[src/rtl/demux_pkg.sv]
// rtl/demux_pkg.sv - shared FSM state type and widths for the 1:16 deserializer
package demux_pkg;

  localparam int WORD_W = 16;
  localparam int SEL_W  = 4;

  typedef enum logic [1:0] {
    COLLECT = 2'd0,
    PARITY  = 2'd1,
    HOLD    = 2'd2
  } state_t;

  // Slot filled by the bit at position sel; MSB-first order mirrors the index.
  function automatic logic [SEL_W-1:0] slot_of(input logic [SEL_W-1:0] sel,
                                               input bit lsb_first);
    return lsb_first ? sel : ~sel;
  endfunction

endpackage

[src/rtl/demux1to16_deser.sv]
// rtl/demux1to16_deser.sv - serial-in, 16-bit parallel-out deserializer; optional DEMUX1TO16_DESER_PARITY_EN
module demux1to16_deser
  import demux_pkg::*;
#(
  parameter bit LSB_FIRST = 1'b1
) (
  input  logic              clk,
  input  logic              rst_n,
  input  logic              clear,
  input  logic              in_bit,
  input  logic              in_valid,
  output logic              in_ready,
  output logic [WORD_W-1:0] out_data,
  output logic              out_valid,
  input  logic              out_ready,
  output logic [SEL_W-1:0]  sel,
  output logic              out_perr
);

`ifdef DEMUX1TO16_DESER_PARITY_EN
  localparam state_t AFTER_LAST = PARITY;
`else
  localparam state_t AFTER_LAST = HOLD;
`endif

  state_t            state, state_next;
  logic [WORD_W-1:0] data_next;
  logic [SEL_W-1:0]  slot;
  logic              collect_xfer;

  assign in_ready     = (state != HOLD);
  assign out_valid    = (state == HOLD);
  assign collect_xfer = (state == COLLECT) && in_valid;
  assign slot         = slot_of(sel, LSB_FIRST);

  always_ff @(posedge clk or negedge rst_n) begin
    if (!rst_n) state <= COLLECT;
    else        state <= state_next;
  end

  always_comb begin
    state_next = state;
    case (state)
      COLLECT: if (in_valid && sel == {SEL_W{1'b1}}) state_next = AFTER_LAST;
      PARITY:  if (in_valid) state_next = HOLD;
      HOLD:    if (out_ready) state_next = COLLECT;
      default: state_next = COLLECT;
    endcase
    if (clear) state_next = COLLECT;
  end

  // 4-bit-indexed decode: only the addressed slot takes in_bit, the rest hold.
  always_comb begin
    data_next = out_data;
    for (int i = 0; i < WORD_W; i++) begin
      if (slot == SEL_W'(i)) data_next[i] = in_bit;
    end
  end

  always_ff @(posedge clk or negedge rst_n) begin
    if (!rst_n) begin
      sel      <= '0;
      out_data <= '0;
    end else if (clear) begin
      sel      <= '0;
      out_data <= '0;
    end else if (collect_xfer) begin
      sel      <= sel + 1'b1;
      out_data <= data_next;
    end
  end

`ifdef DEMUX1TO16_DESER_PARITY_EN
  logic par_acc;
  logic perr_q;

  // Running XOR restarts with the first bit of each word.
  always_ff @(posedge clk or negedge rst_n) begin
    if (!rst_n) begin
      par_acc <= 1'b0;
      perr_q  <= 1'b0;
    end else if (clear) begin
      par_acc <= 1'b0;
      perr_q  <= 1'b0;
    end else if (collect_xfer) begin
      par_acc <= (sel == '0) ? in_bit : (par_acc ^ in_bit);
    end else if (state == PARITY && in_valid) begin
      perr_q  <= par_acc ^ in_bit;
    end
  end

  assign out_perr = perr_q;
`else
  assign out_perr = 1'b0;
`endif

endmodule

[config.mk]
export PLATFORM = sky130hd
export DESIGN_NAME = demux1to16_deser
export DESIGN_NICKNAME = d
export VERILOG_FILES = /design/src/rtl/demux_pkg.sv /design/src/rtl/demux1to16_deser.sv
export SDC_FILE = /design/constraint.sdc
export NUM_CORES = 1
export LEC_CHECK = 0
export ABC_AREA = 1
export CAP_MARGIN = 20
export CORE_MARGIN = 3
export CORE_UTILIZATION = 49
export DETAILED_ROUTE_END_ITERATION = 8
export GPL_ROUTABILITY_DRIVEN = 0
export PLACE_DENSITY = 0.79
export SLEW_MARGIN = 20
export SYNTH_ARGS = -nofsm -noshare
export SYNTH_HDL_FRONTEND = slang
export SYNTH_SLANG_ARGS = --single-unit
[constraint.sdc]
create_clock -name clk -period 1.5 [get_ports clk]
set_input_delay 0.3 -clock clk [delete_from_list [all_inputs] [get_ports clk]]
set_output_delay 0.3 -clock clk [all_outputs]
set_load 0.01 [all_outputs]
==> results of run 1 <==
[cell families (layout without fill, tap and decap cells)]
family	after synthesis	in the layout	synth area share, %
buffers and inverters	25	57	11.7
AO/OA/AOI/OAI	8	8	3.23
other	1	1	0.302
flip-flops	21	21	42.4
AND/OR/NAND/NOR	106	106	38.3
adder cells (fa/ha/maj)	4	4	4.04
[flip-flops by register name, summed over array words and instances (netlist names)]
name      flops
out_data     16
sel           4
state         1
[worst min-delay path by stage]
stage | from | endpoint | cells past startpoint
global route | rst_n | sel[0] | 2
CTS | rst_n | out_data[9] | 2
detailed placement | out_data[13] | out_data[13] | 2
floorplan | rst_n | out_data[0] | 0
global placement | out_data[11] | out_data[11] | 2
finish | rst_n | sel[0] | 2
[area by class of cell]
cell class / count / area (um^2)
flip-flops and latches: 21 / 526
inverters: 16 / 60.1
multi-input cells: 119 / 574
fillers: 229 / 721
well taps: 28 / 35.0
repair buffers: 37 / 355
clock buffers: 4 / 26.3
[through the flow]
stage / util (%) / total power [mW] / TNS, ns / cells
2_1_floorplan: - / 0.763 / 0 / 165
3_3_place_gp: 67.8 / 0.884 / 0 / 219
3_5_place_dp: 67.8 / 0.891 / 0 / 219
4_1_cts: 68.4 / 1.16 / 0 / 225
5_1_grt: 68.6 / 1.21 / -0.00768 / 225
6_report: 68.6 / 1.14 / 0 / 225
[power groups by stage]
stage                     logic, mW  clock network, mW  registers, mW
after floorplan               0.120                  0          0.643
after global placement        0.257                  0          0.627
after detailed placement      0.262                  0          0.629
after CTS                     0.251              0.294          0.612
after global routing          0.281              0.314          0.617
final                         0.250              0.281          0.612
[per-layer routing]
metal / track usage [%] / vias to the layer above
li1: - / 584
met1: 24.2 / 530
met2: 31.7 / 33
met3: 3.22 / 4
met4: 4.07 / 0
met5: 0 / -
[cell usage after synthesis (2+ instances only)]
| cell type | n | area, um^2 |
|---|---|---|
| nand2_1 | 61 | 229 |
| dfrtp_1 | 21 | 526 |
| nand3_1 | 14 | 70.1 |
| inv_1 | 13 | 48.8 |
| nor2_1 | 13 | 48.8 |
| nand4_1 | 12 | 75.1 |
| buf_6 | 6 | 67.6 |
| o21ai_0 | 6 | 30.0 |
| ha_1 | 4 | 50.1 |
| inv_2 | 3 | 11.3 |
| a21oi_1 | 2 | 10.0 |
| buf_2 | 2 | 10.0 |
| nand2_2 | 2 | 12.5 |
| nand2_4 | 2 | 22.5 |
[worst max-delay path, cell delays in order, from the launching register on]
cell	delay [ns]
dfrtp_1	0.41
inv_2	0.09
dlygate4sd2_1	0.28
[repair_timing]
item | CTS | global route
setup endpoints to repair | 22 | 3
pin swaps | 0 | 0
gates resized for setup | 22 | 2
setup buffers | 2 | 0
cloned | 0 | 0
==> results by group, run 1 <==
Yosys
  • Number of synthesized flops with an enable pin: 0
  • Async SR Flop Fraction: 100%
  • Cell Area, Synth: 1240 um^2
  • Yosys warning count: 0
  • FF+latch count, synth: 21
  • Post-Syn Instances: 165
  • Mean Syn Cell Area: 7.51 um^2
  • Post-synthesis sequential area ratio: 42.4%
  • Post-synth net total: 175
  • Post-synth cell types: 18
  • Prevailing post-synth register cell: dfrtp_1

STA
  • RSZ-0062 raised after global routing: yes
  • Fmax achieved: 724 MHz
  • Final WS setup: 0.119 ns
  • Finish-stage setup viols: 0
  • WHS: 0.320 ns
  • Crit path time final: 1.38 ns
  • Final count of pins violating max slew: 0
  • Layout Skew: 0.00772 ns
  • Period utilisation layout: 92.1%
  • Final hold vios: 0

Cells and area
  • Area grow syn2layout: 27.1%
  • Share of cells above drive strength 1: 12.2%
  • Most common cell after layout, fill and taps aside: nand2_1
  • Diodes inserted: 0
  • Highest-count cells in the layout ignoring fill and taps: 61 x nand2_1, 22 x dlygate4sd2_1, 21 x dfrtp_1, 14 x nand3_1, 13 x inv_1
  • Fin nets: 208
  • Design area: 1580 um^2

Die
  • Core Rows: 17
  • Chip width: 56.3 um
  • Die height: 56.3 um
  • Total die area: 3170 um^2
  • Initial Utilization: 54.0%
  • Core ar.: 2300 um^2
  • # IOs: 29

Pwr
  • NetSw: 0.334 mW
  • Power Density: 725 nW/um^2
  • VDD IR max: 0.501 mV
  • Sw frac: 29.2%
  • Seq pwr share: 53.5%
  • Internal power: 0.809 mW
  • Gate power share: 21.9%
  • Lkg Pwr: 0.910 nW
  • Clock Power Share: 24.6%

Clock network
  • CTS Sinks: 21
  • CTS tree: built
  • Post-CTS Hold Fix Bufs: 0
  • Longest Clk Path Bufs: 2
  • CTS clock-pin slew for the worst setup and hold paths: 0.12 ns
  • Worst skew pair latency: 0.31 ns
  • H-Tree Depth: 1
  • CTS buffer count: 3
  • Clk root buf: clkbuf_4

Place
  • DP HPWL: 2010 um
  • Buffers on Ports: 27
  • Placement Setup Slack: 0.00978 ns
  • Placed cell areas: 1560 um^2

Global route
  • Vias in the first global route: 1116
  • Gr usage total: 18.4%
  • Maximum number of pins on one net before global-route repair: 22
  • Overflow after GRT: 0
  • Global-route wire length before repair: 4820 um
  • Initial antenna violation count: 0

Setup path
  • Worst Path Required: 1.20 ns
  • Worst Setup SP: state[1]
  • Worst Reg2Reg Path Length in Cells: 8
  • FF-to-FF End: out_data[2]
  • Reg-to-reg slack, setup: 0.12 ns
  • Critical path class: flip-flop to primary output
  • WP data arrival: 1.08 ns
  • Crit start category: flip-flop
  • Crit end category: primary output
  • Critical Path Sink: in_ready
  • Largest fanout on the critical path: 4
  • RR Startpoint: sel[0]

Routing
  • Via count: 1151
  • Drt pass-1 iters: 4
  • Number of remaining DRC errors: 0
  • Met3 wire length: 119 um
  • Met1 WL: 1220 um
  • Starting DRT DRC Count: 23
  • Met2 wire length: 1300 um
  • Post-Route WL: 2660 um
  • Via density: 5.12
  • Max layer used: met4
  • ANT nets after route: 0
  • WL/cell: 11.8 um

Outcome
  • Status: finished, final reports clean

Job
  • Max_cap viols: 0

Hold path
  • HP Class: input pin to async pin
Note: power is estimated with default switching activity, not from simulation.
==> run 2: changes to the inputs <==
- SETUP_SLACK_MARGIN: unset -> 0.3
==> run 2 against run 1 <==
Compared with the run above: critical path depth up 7; die area unchanged; core utilization up 3.8 points; register-to-register slack better by 0.12 ns; count of clock-buffer cells in the layout unchanged; worst setup slack better by 0.12 ns; clock skew down 0.0059 ns; global-route usage up 1.6 points; cell count up 1.8%; critical endpoint is now out_data[1]; largest cell class unchanged.
==> results by group, run 2 (same netlist as run 1, synthesis figures left out) <==
Cells and area
  • Biggest regs: out_data (16), sel (4), state (1)
  • Share of cells above drive strength 1: 35.8% (+24 points)
  • Highest-count cells in the layout ignoring fill and taps: 60 x nand2_1, 21 x dfrtp_1, 21 x buf_2, 12 x nand3_1, 12 x nand4_1
  • Area grow syn2layout: 34.1%
  • Fin nets: 212 (+1.9%)
  • Design area: 1660 um^2 (+5.5%)
  • Max reg flops: 16 (unchanged)
  • Most common cell after layout, fill and taps aside: nand2_1
  • Largest register by flop count: out_data
  • Diodes inserted: 0 (unchanged)
  • Final Non-Filler Cells: 229 (+1.8%)

STA
  • Final count of pins violating max slew: 0 (unchanged)
  • RSZ-0062 raised after global routing: yes
  • Fmax achieved: 793 MHz (+9.5%)
  • Final hold vios: 0 (unchanged)
  • Crit path time final: 1.26 ns (-0.120 ns)
  • Layout Skew: 0.00185 ns (-0.00587 ns)
  • Final WS setup: 0.239 ns (+0.120 ns)
  • Period utilisation layout: 84.1% (-8.0 points)
  • Finish-stage setup viols: 0 (unchanged)
  • WHS: 0.319 ns (-0.00109 ns)
  • Setup TNS: 0 ns (unchanged)

Global route
  • Global-route wire length before repair: 5210 um (+8.2%)
  • Gr usage total: 20.1% (+1.6 points)
  • Initial antenna violation count: 0 (unchanged)
  • Maximum number of pins on one net before global-route repair: 22 (unchanged)
  • Met1 track demand over resource: 26.2% (+2.0 points)
  • GRT busiest layer: met2
  • Vias in the first global route: 1168 (+4.7%)
  • Grt met3 use: 3.91% (+0.69 points)
  • Overflow after GRT: 0 (unchanged)
  • Grt met2 use: 34.1% (+2.3 points)

Pwr
  • Sw frac: 31.4% (+2.2 points)
  • Seq pwr share: 50.7% (-2.8 points)
  • Lkg Pwr: 0.895 nW (-1.6%)
  • Power Density: 727 nW/um^2 (+0.32%)
  • Clock Power Share: 24.0% (-0.6 points)
  • NetSw: 0.380 mW (+14%)
  • Internal power: 0.829 mW (+2.5%)
  • Gate power share: 25.3% (+3.4 points)
  • VDD IR max: 0.553 mV (+10%)

Setup path
  • CP top delay family: flip-flops
  • Crit end category: flip-flop
  • WP data arrival: 1.52 ns (+0.44 ns)
  • CP peak stage delay: 0.41 ns (about the same)
  • Critical path class: flip-flop to flip-flop
  • CP max stage cell: dfrtp_1
  • Reg-to-reg slack, setup: 0.24 ns (+0.12 ns)
  • Worst Path Required: 1.76 ns (+0.56 ns)
  • Buffers & Inverters on Critical Path: 4 (+2)
  • Crit start category: flip-flop
  • FF-to-FF End: out_data[1]
  • Worst Reg2Reg Path Length in Cells: 9 (+1)
  • RR Startpoint: sel[1]
  • Most frequent CP cell: nand2_1
  • Largest fanout on the critical path: 4 (unchanged)
  • Crit-path cells: buf_6, inv_6, ha_4, inv_2, nor2_2, nand2_1, nand2_1, nand2_1, inv_1

Die
  • Die height: 56.3 um (unchanged)
  • Chip width: 56.3 um (unchanged)
  • Initial Utilization: 54.0% (unchanged)
  • Core Rows: 17 (unchanged)
  • Core ar.: 2300 um^2 (unchanged)
  • # IOs: 29 (unchanged)
  • Total die area: 3170 um^2 (unchanged)

Clock network
  • CTS clock-pin slew for the worst setup and hold paths: 0.12 ns (about the same)
  • CTS buffer count: 3 (unchanged)
  • CTS tree: built
  • CTS Sinks: 21 (unchanged)
  • Clk root buf: clkbuf_4
  • H-Tree Depth: 1 (unchanged)
  • Worst skew pair latency: 0.31 ns (about the same)
  • Longest Clk Path Bufs: 2 (unchanged)

Routing
  • Number of remaining DRC errors: 0 (unchanged)
  • Starting DRT DRC Count: 40 (+74%)
  • Drt pass-1 iters: 4 (unchanged)
  • Via density: 5.34 (+4.5%)
  • Post-Route WL: 3220 um (+21%)
  • WL/cell: 14.0 um (+19%)
  • Via count: 1224 (+6.3%)
  • ANT nets after route: 0 (unchanged)

Outcome
  • Status: finished, final reports clean

Place
  • Dpl cells: 219 (unchanged)
  • Placed cell areas: 1560 um^2 (unchanged)
  • Placement Setup Slack: 0.00978 ns (unchanged)
  • DP HPWL: 2010 um (unchanged)
  • Buffers on Ports: 27 (unchanged)

Job
  • Max_cap viols: 0 (unchanged)

Hold path
  • HP Class: input pin to async pin
## run 2: cell types whose count changed in the layout (fill, tap and decap cells not counted), moves of 3 or more
cell	before	now
nor2_1	12	4
ha_1	3	0
o21ai_0	6	3
dlygate4sd2_1	22	0
inv_2	3	7
nor2_4	1	6
o21ai_1	0	3
buf_6	0	3
buf_2	0	21
inv_1	13	5
nor2_2	1	4
ha_4	0	4
## run 2: final cells by class
cell class | instances | area (um^2)
multi-input combinational | 119 | 684
timing repair buffer | 41 | 317
fill | 184 | 634
clock buffer | 4 | 26.3
sequential | 21 | 526
tap | 28 | 35.0
inverter | 16 | 75.1
## run 2: worst max-delay path by stage
| stage | slack, ns | start | cells past startpoint | end |
|---|---|---|---|---|
| 2_1_floorplan | 0.34 | sel[0] | 7 | out_data[12] |
| 3_3_place_gp | 0.03 | in_valid | 6 | out_data[15] |
| 3_5_place_dp | 0.01 | in_valid | 6 | out_data[14] |
| 4_1_cts | 0.25 | state[1] | 2 | in_ready |
| 5_1_grt | 0.16 | sel[1] | 9 | out_data[1] |
| 6_report | 0.24 | sel[1] | 9 | out_data[1] |
## run 2: per-layer routing
metal	share of wire [%]	up-vias
met5	0	-
met4	2.5	0
met3	5.4	12
met2	50	45
met1	42	573
li1	-	594
## run 2: metrics by stage
step | util (%) | power [mW]
after global placement | 67.8 | 0.884
after CTS | 69.2 | 1.19
after detailed placement | 67.8 | 0.891
after global routing | 72.4 | 1.27
after floorplan | - | 0.763
final | 72.4 | 1.21
## run 2: power groups by stage
stage / sequential (mW) / clock [mW] / combinational (mW)
floorplan: 0.643 / 0 / 0.120
detailed placement: 0.629 / 0 / 0.262
global placement: 0.627 / 0 / 0.257
finish: 0.613 / 0.290 / 0.306
CTS: 0.613 / 0.294 / 0.279
global route: 0.618 / 0.313 / 0.337
## run 2: timing repair
action	4_1_cts	5_1_grt
gates resized for setup	117	18
hold buffers	0	0
pin swaps	8	10
setup endpoints to repair	37	23
buffers inserted	3	3
